`src/rtl/div_pkg.sv`:
```
// Shared types and constants for the sequential restoring divider.
package div_pkg;

    localparam int MAX_WIDTH = 64;

    typedef enum logic [2:0] {
        IDLE,
        RUN,
        FIX,
        ZERO,
        DONE
    } state_t;

    // Quotient reported on divide-by-zero: all ones in the low 'width' bits.
    function automatic logic [MAX_WIDTH-1:0] zero_quot(input int width);
        logic [MAX_WIDTH-1:0] v;
        v = '0;
        for (int i = 0; i < MAX_WIDTH; i++) begin
            if (i < width) v[i] = 1'b1;
        end
        return v;
    endfunction

endpackage

```
`src/rtl/div_step.sv`:
```
// One combinational restoring-division iteration on {A,Q} against divisor M.
module div_step #(
    parameter int WIDTH = 32
) (
    input  logic [WIDTH-1:0] a_i,
    input  logic [WIDTH-1:0] q_i,
    input  logic [WIDTH-1:0] m_i,
    output logic [WIDTH-1:0] a_o,
    output logic [WIDTH-1:0] q_o
);

    logic [WIDTH:0] shifted;
    logic [WIDTH:0] trial;
    logic           fits;

    always_comb begin
        shifted = {a_i, q_i[WIDTH-1]};
        trial   = shifted - {1'b0, m_i};
        // A set top bit means shifted >= 2^WIDTH > M, so the subtract cannot borrow.
        fits    = shifted[WIDTH] | ~trial[WIDTH];
        a_o     = fits ? trial[WIDTH-1:0] : shifted[WIDTH-1:0];
        q_o     = {q_i[WIDTH-2:0], fits};
    end

endmodule

```
`src/rtl/div_seq.sv`:
```
// Multi-cycle restoring divider, one quotient bit per clock, signed/unsigned,
// with divide-by-zero flag and packed {remainder, quotient} result.
module div_seq
    import div_pkg::*;
#(
    parameter  int WIDTH = 32,
    localparam int CNT_W = $clog2(WIDTH + 1)
) (
    input  logic               clk,
    input  logic               clr_n,
    input  logic               start,
    input  logic               signed_mode,
    input  logic [WIDTH-1:0]   dividend,
    input  logic [WIDTH-1:0]   divisor,
    output logic               busy,
    output logic               done,
    output logic [WIDTH-1:0]   quotient,
    output logic [WIDTH-1:0]   remainder,
    output logic [2*WIDTH-1:0] result,
    output logic               div_by_zero
);

    localparam logic [MAX_WIDTH-1:0] ZQ_FULL = zero_quot(WIDTH);

    state_t            state_q, state_d;
    logic [CNT_W-1:0]  cnt_q, cnt_d;
    logic [WIDTH-1:0]  a_q, a_d, q_q, q_d, m_q, m_d;
    logic              qneg_q, qneg_d, rneg_q, rneg_d;
    logic [WIDTH-1:0]  quot_q, quot_d, rem_q, rem_d;
    logic              dz_q, dz_d, done_q, done_d;
    logic [WIDTH-1:0]  step_a, step_q;
    logic              dvd_neg, dvs_neg;

    div_step #(.WIDTH(WIDTH)) u_step (
        .a_i (a_q),
        .q_i (q_q),
        .m_i (m_q),
        .a_o (step_a),
        .q_o (step_q)
    );

    always_comb begin
        state_d = state_q;
        cnt_d   = cnt_q;
        a_d     = a_q;
        q_d     = q_q;
        m_d     = m_q;
        qneg_d  = qneg_q;
        rneg_d  = rneg_q;
        quot_d  = quot_q;
        rem_d   = rem_q;
        dz_d    = dz_q;
        done_d  = 1'b0;
        dvd_neg = signed_mode & dividend[WIDTH-1];
        dvs_neg = signed_mode & divisor[WIDTH-1];

        unique case (state_q)
            IDLE, DONE: begin
                state_d = IDLE;
                if (start) begin
                    dz_d   = 1'b0;
                    cnt_d  = '0;
                    a_d    = '0;
                    qneg_d = dvd_neg ^ dvs_neg;
                    rneg_d = dvd_neg;
                    m_d    = dvs_neg ? -divisor : divisor;
                    if (divisor == '0) begin
                        // Raw dividend is parked in Q so ZERO can return it untouched.
                        q_d     = dividend;
                        state_d = ZERO;
                    end else begin
                        q_d     = dvd_neg ? -dividend : dividend;
                        state_d = RUN;
                    end
                end
            end
            RUN: begin
                a_d   = step_a;
                q_d   = step_q;
                cnt_d = cnt_q + 1'b1;
                if (cnt_q == CNT_W'(WIDTH - 1)) state_d = FIX;
            end
            FIX: begin
                quot_d  = qneg_q ? -q_q : q_q;
                rem_d   = rneg_q ? -a_q : a_q;
                done_d  = 1'b1;
                state_d = DONE;
            end
            ZERO: begin
                quot_d  = ZQ_FULL[WIDTH-1:0];
                rem_d   = q_q;
                dz_d    = 1'b1;
                done_d  = 1'b1;
                state_d = DONE;
            end
            default: state_d = IDLE;
        endcase
    end

    always_ff @(posedge clk) begin
        if (!clr_n) begin
            state_q <= IDLE;
            cnt_q   <= '0;
            a_q     <= '0;
            q_q     <= '0;
            m_q     <= '0;
            qneg_q  <= 1'b0;
            rneg_q  <= 1'b0;
            quot_q  <= '0;
            rem_q   <= '0;
            dz_q    <= 1'b0;
            done_q  <= 1'b0;
        end else begin
            state_q <= state_d;
            cnt_q   <= cnt_d;
            a_q     <= a_d;
            q_q     <= q_d;
            m_q     <= m_d;
            qneg_q  <= qneg_d;
            rneg_q  <= rneg_d;
            quot_q  <= quot_d;
            rem_q   <= rem_d;
            dz_q    <= dz_d;
            done_q  <= done_d;
        end
    end

    assign busy        = (state_q == RUN) || (state_q == FIX) || (state_q == ZERO);
    assign done        = done_q;
    assign quotient    = quot_q;
    assign remainder   = rem_q;
    assign result      = {rem_q, quot_q};
    assign div_by_zero = dz_q;

endmodule
```
`config.mk`:
```
export PLATFORM = sky130hd
export DESIGN_NAME = div_seq
export DESIGN_NICKNAME = d
export VERILOG_FILES = /design/src/rtl/div_pkg.sv /design/src/rtl/div_step.sv /design/src/rtl/div_seq.sv
export SDC_FILE = /design/constraint.sdc
export NUM_CORES = 1
export LEC_CHECK = 0
export CAP_MARGIN = 30
export CORE_MARGIN = 4
export CORE_UTILIZATION = 45
export DETAILED_ROUTE_END_ITERATION = 6
export GPL_TIMING_DRIVEN = 0
export PLACE_DENSITY = 0.84
export SYNTH_ARGS = -nofsm -noshare
export SYNTH_HDL_FRONTEND = slang
export SYNTH_SLANG_ARGS = --single-unit
```
`constraint.sdc`:
```
create_clock -name clk -period 2.96 [get_ports clk]
set_input_delay 0.444 -clock clk [delete_from_list [all_inputs] [get_ports clk]]
set_output_delay 0.444 -clock clk [all_outputs]
set_load 0.005 [all_outputs]
```
# == Word level (Yosys, flattened, before mapping) ==
# Cells that the tools add are included.
# totals
ff_bits,173
inputBits,68
# op_classes
n_addsub,6
n_eq_ne,7
n_mux,21
bitwise,5
n_reduce_logical,12
# op_table
operator,count
two-way mux 32 bit,8
one-hot mux 32 bit (2 select lines),4
negator 32 bit,4
subtractor 33 x 32 -> 33 bit,1
logical NOT 32 bit,1
one-hot mux 6 bit (2 select lines),1
one-hot mux 3 bit (3 select lines),1
adder 6 x 1 -> 6 bit (second input constant),1
equality test 3 x 2 -> 1 bit (second input constant),2
equality test 6 x 5 -> 1 bit (second input constant),1
two-way mux 6 bit,1
AND reduction 2 bit,3
nonzero test 2 bit,3
two-way mux 2 bit,2
!= test 2 bit (second input constant),2
OR reduction 2 bit,2
equality test 3 x 1 -> 1 bit (second input constant),1
equality test 3 bit (second input constant),1
logical NOT 3 bit,1
two-way mux 3 bit,1
bitwise AND 1 bit,2
logical OR 1 bit,2
two-way mux 1 bit,2
one-hot mux 1 bit (2 select lines),1
other kinds (3),3

# == Depth between registers and ports, before layout ==
# Gate-level depths: netlist (run 1).
# depth
ltp_word,5
depth_mapped,14
mapped_depth_nobuf,12

# == Modules after synthesis ==
# Synthesis (run 1) repeated with hierarchy kept, for this count alone.
# unflattened
cells_unflattened,1551
hier_area_um2,11865.1
# modules_own_cells
mod,instances,cells_each,area_each_um2,seq_area_each_um2
div_seq,1,1185,9514.1,3463.3
div_step,1,366,2351.0,0.0

# == Worst setup path after synthesis (run 1) ==
# Ideal clock, no wire load.
# synth_path
kind,flip-flop to flip-flop
from,register q_q[31]
to,register a_q[31]
setup_time_ns,0.128
arrival_time_ns,3.008
path_slack_ns,-0.176
stages_incl_launch_ff,15
path_buffers,2
path_cell_list,dfxtp_1 > inv_1 > ha_1 > fa_1 > nand2b_1 > a21oi_1 > o21ai_0 > a21oi_1 > o31a_1 > a31oi_1 > o211a_1 > buf_2 > buf_2 > a221oi_1 > o211ai_1
# synth_via
elab_chain_cells,5
# synth_lines
item,line,text
"start, declared",div_seq.sv:27,"logic [WIDTH-1:0] a_q, a_d, q_q, q_d, m_q, m_d;"
"start signal, assigned",div_seq.sv:117,q_q <= q_d;
subtractor 33 x 32 -> 33 bit *,div_step.sv:18,"trial = shifted - {1'b0, m_i};"
inverter 1 bit,div_step.sv:20,fits = shifted[WIDTH] | ~trial[WIDTH];
bitwise OR 1 bit,div_step.sv:20,
two-way mux 32 bit *,div_step.sv:21,a_o = fits ? trial[WIDTH-1:0] : shifted[WIDTH-1:0];
one-hot mux 32 bit (2 select lines) *,div_seq.sv:57,unique case (state_q)
"end signal, assigned",div_seq.sv:104,a_q <= '0;
"end signal, assigned",div_seq.sv:116,a_q <= a_d;
"end, declared",div_seq.sv:27,
# Mark *: on every way between the ends. The rest lies on a longest branch, timed or not.
# A chain may end at the register's enable or synchronous reset.

# == Worst setup path after layout (run 1) ==
# Ends and elaborated chain as after synthesis.

==> results of run 1 <==
## power breakdown
part / switching, mW / internal (mW) / total [mW] / leakage, nW
sequential: 0.177 / 2.44 / 2.62 / 1.42
combinational: 1.41 / 1.25 / 2.66 / 4.81
clock: 1.13 / 1.14 / 2.27 / 0.286
## sequential cells by signal, summed over array words and instances (netlist names)
signal,cells
quotient,32
m_q,32
done,1
div_by_zero,1
a_q,32
remainder,32
qneg_q,1
cnt_q,6
state_q,3
q_q,32
rneg_q,1
## worst max-delay path by stage
stage	start	to	slack [ns]	cells past startpoint
after floorplan	q_q[31]$_SDFFE_PN0P_	a_q[31]$_SDFFE_PN0P_	-0.02	14
after global placement	divisor[2]	q_q[29]$_SDFFE_PN0P_	-1.36	11
after detailed placement	divisor[2]	q_q[8]$_SDFFE_PN0P_	-1.42	11
after CTS	a_q[10]$_SDFFE_PN0P_	remainder[30]$_SDFFE_PN0P_	-0.09	9
after global routing	a_q[0]$_SDFFE_PN0P_	remainder[30]$_SDFFE_PN0P_	-0.20	11
final	q_q[31]$_SDFFE_PN0P_	a_q[31]$_SDFFE_PN0P_	-0.12	14
## cell type report
class / count / area, um^2
inverters: 57 / 219.0
flip-flops and latches: 173 / 3511
clock inverters: 15 / 160.2
multi-input cells: 1104 / 7485
well taps: 330 / 412.9
repair buffers: 242 / 2407
clock buffers: 17 / 425.4
plain buffers: 156 / 903.4
fillers: 2093 / 9803
## critical path, delay by kind of cell, from the launching register on
family,cells,cell delay [ns]
and+or+nand+nor,1,0.16
adders and majority gates,2,0.51
DFF,1,0.36
AOI/OAI and AO/OA,8,1.55
buffers and inverters,3,0.38
## logic make-up after synthesis
logic type / after synthesis / share of synthesized area, %
buf+inv: 220 / 9.252
mux: 29 / 2.522
xor+xnor: 141 / 10.59
flops: 173 / 29.71
fa+ha+maj: 38 / 4.143
simple gates: 425 / 17.67
compound gates: 471 / 26.11
## layer usage
metal	part of all wire [%]	up-vias
met4	4.6	0
li1	-	5744
met5	0	-
met1	38	5747
met3	9.3	145
met2	48	729
## per-stage QoR
stage               power (mW)  cells  utilization (%)
floorplan                4.159   1497                -
global placement         4.703   2024            55.60
detailed placement       4.751   2024            55.60
CTS                      7.118   2072            59.51
global route             7.849   2094            61.29
finish                   7.540   2094            61.29
## timing repair
item / 4_1_cts / 5_1_grt
pin swaps: 18 / 26
cloned: 0 / 4
hold endpoints to repair: 0 / 0
setup buffers: 22 / 19
setup endpoints to repair: 80 / 75
resized for setup: 76 / 82
## cells in the final DEF (no fill, tap or decap), types with 18 or more instances in the layout
cell and n:
a21boi_0 26, a22oi_1 33, xor2_1 84, nor3_1 19, and2_1 40, inv_1 54
o21ai_0 141, o21ai_1 33, buf_4 102, a21oi_1 82, xnor2_1 57, o211ai_1 18
o31ai_1 21, ha_1 30, clkbuf_1 76, clkbuf_16 21, or3_1 23, o211a_1 43
mux2i_1 26, dfxtp_1 153, nor2_1 46, clkdlybuf4s50_1 189, nand2_1 188, nand3_1 25
==> run_results.csv, run 1 <==
group,metric,value,unit
finish,drive_gt1_share,14.12,%
clocking,cts_made_buffers,17,
global_route,grt_max_degree,20,
global_route,grt_pass1_vias,11378,
clocking,tritoncts,"built",
finish,design_area,15520,um^2
floorplan,dieArea,28540,um^2
clocking,htree_levels,4,
synthesis,synth-seq-cells,173,
placement,gp_congestion,0.9610,
floorplan,rows,58,
setup_path,rrSetupSlack,-0.12,ns
route,vias,12365,
status,violations,"setup timing",
power_and_ir_drop,power_density,485.7,nW/um^2
synthesis,synth.avg_cell_area,7.787,um^2
finish,nets,1857,
run,drv_cap,0,
floorplan,die_w,169.0,um
sta,worst_pin_slew,0.7968,ns
setup_path,cp-end-kind,"flop",
setup_path,path_cells,"inv_4 > ha_4 > fa_2 > nand2b_4 > a21oi_4 > o21ai_2 > a21oi_2 > o31a_1 > a31oi_4 > o211a_4 > buf_8 > clkbuf_16 > a221oi_2 > o211ai_1",
synthesis,yosys-top-cells-count,"189 x nand2_1, 176 x o21ai_0, 173 x dfxtp_1, 86 x a21oi_1, 86 x clkbuf_1",
synthesis,synthArstFlopShare,0,%
finish,area_growth,33.16,%
floorplan,ios,199,
placement,place_hpwl,29.74,mm
synthesis,synth_edf_count,0,
synthesis,yosys_most_used_dff,"dfxtp_1",
sta,hold_viol_final,0,
route,route.detailed.drc,0,
sta,tns,-0.6823,ns
route,ant_nets,0,
route,viasPerCell,5.905,
setup_path,crit_arrival,3.41,ns
global_route,grt_use_met2,45.36,%
global_route,grt_pass1_wl,60.31,mm
global_route,grt_overflow,0,
sta,finalCritPeriodShare,104.0,%
sta,worst_clock_skew,0.01347,ns
clocking,cts.sinks,173,
power_and_ir_drop,p_leak,6.514,nW
route,drt_first_pass_iters,6,
setup_path,critPathKind,"reg2reg",
setup_path,rr_worst_depth,14,
synthesis,synth_seq_area_share,29.71,%
clocking,clkLatencyLatePin,0.45,ns
global_route,grt_antenna_before_repair,0,
route,drtIter0Drc,1264,
sta,slew_violations,0,
floorplan,die_h,169.0,um
setup_path,crit_path_max_fanout,6,
synthesis,synth_area_leaders,"dfxtp_1 30%, o21ai_0 7.6%, xor2_1 6.3%",
global_route,met3_usage,4.647,%
clocking,clk_pin_slew,0.08,ns
clocking,cts-hold-fix-buffers,0,
setup_path,critPathLaunchType,"flop",
worst_hold_path,whs_path_depth,1,
global_route,met1_usage,31.92,%
sta,slew_headroom,46.88,%
placement,dp_slack,-1.420,ns
route,wirelength,40.12,mm
synthesis,synth_top_area_share,29.71,%
placement,portBuffers,197,
setup_path,critPathRequiredTime,3.29,ns
synthesis,postSynthCellCount,1497,
floorplan,start_util,46.03,%
setup_path,r2r_end,"a_q[31]$_SDFFE_PN0P_",
placement,placed_area,14080,um^2
setup_path,crit_slowest_cell,"dfxtp_2",
sta,rsz0062_at_grt,"true",
synthesis,ys_warn_count,0,
sta,max_freq,325.0,MHz
global_route,grt_usage,26.07,%
finish,antenna-diode-count,0,
setup_path,r2r-start,"q_q[31]$_SDFFE_PN0P_",
clocking,root_buffer,"clkbuf_16",
floorplan,core_area,25330,um^2
sta,hold-worst-slack,0.4818,ns
synthesis,post-synth-top-area-cell,"dfxtp_1",
synthesis,synthMostInstantiatedCell,"nand2_1",
synthesis,syn-cell-area,11660,um^2
synthesis,syn_nets,1603,
worst_hold_path,hold_end,"cnt_q[3]$_SDFFE_PN0P_",
worst_hold_path,hold_start,"cnt_q[3]$_SDFFE_PN0P_",
status,outcome,"complete, but fails checks",
clocking,cts.path.max_buffers,2,
sta,min_period,3.077,ns
sta,setup_viol,11,
sta,setup_ws,-0.1170,ns
synthesis,ys_types,61,
power_and_ir_drop,ir_drop,0.4208,mV
worst_hold_path,hold_path.class,"reg2reg",
setup_path,critPathMaxStageDelay,0.36,ns
global_route,busiest_layer,"met2",
route,wl_per_cell,19.16,um
No activity file was read; power rests on OpenSTA's default activity.
==> run 2, diff against run 1 <==
CAP_MARGIN = 20   (was 30)
CORE_UTILIZATION = 49   (was 45)
PLACE_DENSITY = 0.9   (was 0.84)
==> run 2 against run 1 <==
The flow finishes with violations (DRC, setup timing). Maximum frequency grew 0.71%. Combinational power is 4% lower. First-iteration DRC count rose by 4.2%. Highest routed layer unchanged. Hold slack worse by 0.046 ns. Wire length increased by 1.4%. Global-route usage rose by 2.5 points. Largest power group is now registers.
==> run_results.csv, run 2 (synthesized netlist as in run 1, its figures left out) <==
group,metric,value,unit
clocking,clk_pin_slew,0.08,ns
status,violations,"DRC, setup timing",
sta,min_period,3.055,ns
power_and_ir_drop,p_leak,6.492,nW
global_route,grt_max_degree,20,
global_route,grt_pass1_wl,60.83,mm
route,vias,12593,
sta,worst_pin_slew,0.9271,ns
sta,hold_viol_final,0,
finish,drive_gt1_share,14.45,%
route,drt_first_pass_iters,7,
worst_hold_path,hold_start,"divisor[13]",
floorplan,ios,199,
worst_hold_path,whs_path_depth,4,
finish,multi_input_area,7562,um^2
setup_path,cp-end-kind,"flop",
setup_path,critPathRequiredTime,3.30,ns
finish,design_area,15530,um^2
sta,slew_headroom,38.19,%
setup_path,r2r-start,"a_q[9]$_SDFFE_PN0P_",
placement,dp_slack,-1.435,ns
worst_hold_path,hold_path.class,"in2reg",
run,drv_cap,0,
sta,hold-worst-slack,0.4358,ns
setup_path,path_cells,"or4_4 > or4_4 > or3b_4 > or4_4 > o21ai_4 > xor2_1 > nor2_1 > a21oi_2 > o21ai_1",
setup_path,crit_arrival,3.40,ns
clocking,cts_made_buffers,17,
global_route,grt_pass1_vias,11708,
placement,place_hpwl,29.79,mm
status,outcome,"complete, but fails checks",
floorplan,die_h,162.2,um
finish,layout_common_cells,"186 x nand2_1, 186 x clkdlybuf4s50_1, 155 x dfxtp_1",
setup_path,critPathLaunchType,"flop",
clocking,cts-hold-fix-buffers,0,
route,wl_per_cell,19.53,um
clocking,htree_levels,4,
power_and_ir_drop,ir_drop,0.4104,mV
route,drtIter0Drc,1317,
sta,setup_ws,-0.09536,ns
finish,nets,1858,
setup_path,cp_common_cell,"or4_4",
floorplan,core_area,23470,um^2
placement,placed_area,14070,um^2
global_route,grt_antenna_before_repair,0,
sta,finalCritPeriodShare,103.2,%
sta,worst_clock_skew,0.01307,ns
floorplan,rows,56,
setup_path,critPathMaxStageDelay,0.56,ns
clocking,cts.path.max_buffers,2,
route,ant_nets,0,
finish,n_fill_cell,1802,
setup_path,critPathLaunch,"a_q[9]$_SDFFE_PN0P_",
global_route,met1_usage,33.72,%
setup_path,rr_worst_depth,9,
setup_path,crit_end,"remainder[30]$_SDFFE_PN0P_",
global_route,grt_usage,28.59,%
setup_path,critPathKind,"reg2reg",
setup_path,rrSetupSlack,-0.1,ns
setup_path,crit_path_max_fanout,3,
sta,slew_violations,0,
route,viasPerCell,6.043,
floorplan,die_w,162.2,um
sta,max_freq,327.3,MHz
global_route,grt_use_met2,49.68,%
sta,rsz0062_at_grt,"true",
setup_path,r2r_end,"remainder[30]$_SDFFE_PN0P_",
power_and_ir_drop,power_density,478.1,nW/um^2
setup_path,crit_buf_inv,0,
global_route,grt_overflow,0,
placement,gp_congestion,1.014,
placement,portBuffers,197,
sta,setup_viol,9,
finish,antenna-diode-count,0,
clocking,clkLatencyLatePin,0.45,ns
route,route.detailed.drc,17,
sta,tns,-0.4691,ns
route,wirelength,40.70,mm
clocking,cts.sinks,173,
finish,seqCellArea,3503,um^2
clocking,tritoncts,"built",
global_route,busiest_layer,"met2",
floorplan,dieArea,26320,um^2
global_route,met3_usage,5.760,%
finish,area_growth,33.19,%
setup_path,crit_slowest_cell,"or4_4",
clocking,root_buffer,"clkbuf_16",
floorplan,start_util,49.66,%
setup_path,cp.depth,9,
setup_path,crit_family,"simple AND/OR/NAND/NOR gates",
-- run 2: cell types whose count changed in the layout (fill, tap and decap cells not counted), moves of 3 or more --
cell,change
nor3_2,+3
buf_4,+5
clkdlybuf4s50_1,-3
clkbuf_16,-3
nor3_1,-3
dlygate4sd2_1,+4
ha_1,-3
-- run 2: worst min path at each step --
stage                                        to
after floorplan           cnt_q[3]$_SDFFE_PN0P_
after global placement     m_q[31]$_SDFFE_PN0P_
after detailed placement   m_q[31]$_SDFFE_PN0P_
after CTS                  m_q[31]$_SDFFE_PN0P_
after global routing       m_q[13]$_SDFFE_PN0P_
final                      m_q[13]$_SDFFE_PN0P_
-- run 2: worst reg2reg max path, delay by kind of cell, from the launching register on --
family	cells	cell delay, ns
and+or+nand+nor	5	2.02
AOI/OAI and AO/OA	3	0.37
DFF	1	0.35
xor gates and xnor gates	1	0.20
-- run 2: repair_timing --
item	4_1_cts	5_1_grt
setup buffers	29	16
gates resized for setup	78	94
endpoints found under the setup margin	79	80
pin swaps	26	40
gates cloned	0	1
-- run 2: report_power, final --
group / internal (mW) / total (mW) / leakage (nW) / switching (mW)
clock: 1.14 / 2.24 / 0.293 / 1.10
combinational: 1.14 / 2.56 / 4.78 / 1.42
sequential: 2.44 / 2.62 / 1.42 / 0.183
total: 4.72 / 7.42 / 6.49 / 2.70
-- run 2: layout make-up --
cell class,instances,area share (%)
sequential,173,22.56
tap,319,2.571
buffer,156,5.778
multi-input combinational,1104,48.71
clock inverter,15,1.064
timing repair buffer,243,15.17
clock buffer,17,2.740
inverter,57,1.410
-- run 2: metrics by stage --
| stage | total power, mW | utilization (%) | instances |
|---|---|---|---|
| finish | 7.423 | 66.15 | 2084 |
| global route | 7.706 | 66.15 | 2084 |
| CTS | 7.117 | 64.51 | 2068 |
| detailed placement | 4.748 | 59.94 | 2013 |
| global placement | 4.686 | 59.94 | 2013 |
| floorplan | 4.159 | - | 1497 |
-- run 2: layer usage --
layer	part of all wire, %	vias up
met1	37	5832
met4	4.7	0
met5	0	-
li1	-	5765
met3	9.8	176
met2	48	820
==> run 3, diff against run 2 <==
CORE_UTILIZATION = 40   (was 49)
PLACE_DENSITY = 0.77   (was 0.9)
SLEW_MARGIN = 0   (was not set)
==> run 3 against run 2 <==
The run ends with setup timing left. Clock skew shrank 0.0039 ns. Register-to-register slack is essentially flat. Worst setup slack got worse by 0.00075 ns. Critical endpoint is now remainder[28]$_SDFFE_PN0P_. Largest power group unchanged. Highest routed layer unchanged.
==> run_results.csv, run 3 (synthesized netlist as in run 1, its figures left out) <==
group,metric,value,unit
clocking,clk_pin_slew,0.08,ns
route,drtIter0Drc,1093,
setup_path,cp_common_cell,"or4_4",
setup_path,path_cells,"or4_4 > or4_4 > or3b_4 > or4_4 > o21ai_2 > xor2_1 > nor2_1 > a21oi_2 > o21ai_1",
finish,nets,1846,
setup_path,critPathKind,"reg2reg",
status,violations,"setup timing",
sta,hold_viol_final,0,
floorplan,die_h,178.7,um
floorplan,ios,199,
clocking,htree_levels,4,
sta,rsz0062_at_grt,"true",
floorplan,start_util,40.61,%
sta,worst_clock_skew,0.009196,ns
route,wirelength,38.85,mm
finish,drive_gt1_share,12.95,%
sta,worst_pin_slew,0.8756,ns
sta,setup_ws,-0.09611,ns
global_route,grt_usage,23.11,%
worst_hold_path,hold_path.class,"reg2reg",
route,wl_per_cell,18.17,um
clocking,cts.sinks,173,
status,outcome,"complete, but fails checks",
floorplan,die_w,178.7,um
power_and_ir_drop,power_density,482.5,nW/um^2
sta,slew_headroom,41.63,%
setup_path,critPathLaunchType,"flop",
finish,area_growth,32.63,%
route,drt_first_pass_iters,6,
global_route,grt_pass1_vias,11313,
placement,dp_slack,-1.654,ns
power_and_ir_drop,fin_total_pwr,7.460,mW
route,ant_nets,0,
clocking,root_buffer,"clkbuf_16",
sta,finalCritPeriodShare,103.2,%
power_and_ir_drop,ir_drop,0.3464,mV
sta,setup_viol,5,
route,route.detailed.drc,0,
finish,fin_util,53.87,%
finish,mostFrequentLayoutCell,"clkdlybuf4s50_1",
global_route,grt_overflow,0,
setup_path,crit_path_max_fanout,4,
clocking,cts-hold-fix-buffers,0,
sta,slew_violations,0,
finish,n_fill_cell,2589,
clocking,cts.path.max_buffers,2,
setup_path,critPathMaxStageDelay,0.55,ns
clocking,cts_made_buffers,17,
global_route,grt_pass1_wl,58.99,mm
setup_path,crit_arrival,3.39,ns
run,drv_cap,0,
power_and_ir_drop,p_leak,6.390,nW
route,vias,12075,
global_route,grt_antenna_before_repair,1,
clocking,tritoncts,"built",
placement,place_hpwl,29.82,mm
placement,gp_congestion,0.9551,
floorplan,core_area,28700,um^2
setup_path,cp-end-kind,"flop",
placement,portBuffers,197,
sta,max_freq,327.2,MHz
sta,min_period,3.056,ns
floorplan,rows,62,
route,viasPerCell,5.648,
finish,layout_common_cells,"193 x clkdlybuf4s50_1, 189 x nand2_1, 159 x o21ai_0",
setup_path,critPathRequiredTime,3.30,ns
global_route,grt_max_degree,21,
clocking,clkLatencyLatePin,0.45,ns
setup_path,crit_slowest_cell,"or4_4",
floorplan,dieArea,31940,um^2
-- run 3: final timing paths --
path / startpoint / to / slack (ns) / cells after the start
setup / recovery: a_q[9]$_SDFFE_PN0P_ / remainder[28]$_SDFFE_PN0P_ / -0.1 / 9
hold reg to reg: remainder[1]$_SDFFE_PN0P_ / remainder[1]$_SDFFE_PN0P_ / 0.48 / 2
setup reg to reg: a_q[9]$_SDFFE_PN0P_ / remainder[28]$_SDFFE_PN0P_ / -0.1 / 9
hold / removal: remainder[1]$_SDFFE_PN0P_ / remainder[1]$_SDFFE_PN0P_ / 0.48 / 2
-- run 3: final cells by class --
cell class	count	area, um^2	share of cell area, %
Inverter	57	219.0	1.416
Buffer	156	902.1	5.835
Sequential cell	173	3500	22.63
Multi-Input combinational cell	1104	7457	48.23
Timing Repair Buffer	231	2265	14.65
Tap cell	384	480.5	3.108
Clock buffer	17	425.4	2.751
Clock inverter	15	210.2	1.360
Antenna cell	1	2.502	0.01619
-- run 3: per-stage QoR --
stage	setup TNS, ns	hold slack (ns)	cell area [um^2]	cells
CTS	-0.2826	0.4859	15220	2129
finish	-0.2505	0.4828	15460	2138
floorplan	-0.01679	0.4361	11700	1497
global placement	-65.37	0.4606	14150	2078
global route	-2.242	0.5146	15460	2138
detailed placement	-69.86	0.4733	14150	2078
-- run 3: timing repair --
| action | in CTS | in global routing |
|---|---|---|
| buffers inserted | 24 | 8 |
| endpoints found under the setup margin | 81 | 71 |
| pin swaps | 23 | 30 |
| hold endpoints to repair | 0 | 0 |
| cloned | 0 | 2 |
| resized for setup | 74 | 51 |
-- run 3: power by group --
part	switching, mW	total (mW)	internal (mW)
Sequential	0.177	2.61	2.44
Clock	1.14	2.38	1.24
Combinational	1.34	2.47	1.13
Total	2.66	7.46	4.80
-- run 3: routing by layer --
layer / share of wire, % / global-route usage, % / vias to the layer above
li1: - / - / 5735
met1: 40 / 28.79 / 5647
met4: 4.1 / 9.498 / 0
met2: 47 / 39.49 / 582
met5: 0 / 0 / -
met3: 8.4 / 4.070 / 111
-- run 3: worst max-delay path: cells and delay by family, from the launching register on --
kind             cells  cell delay (ns)
AND/OR/NAND/NOR      5             2.01
AO/OA/AOI/OAI        3             0.37
XOR/XNOR             1             0.19
flip-flops           1             0.37
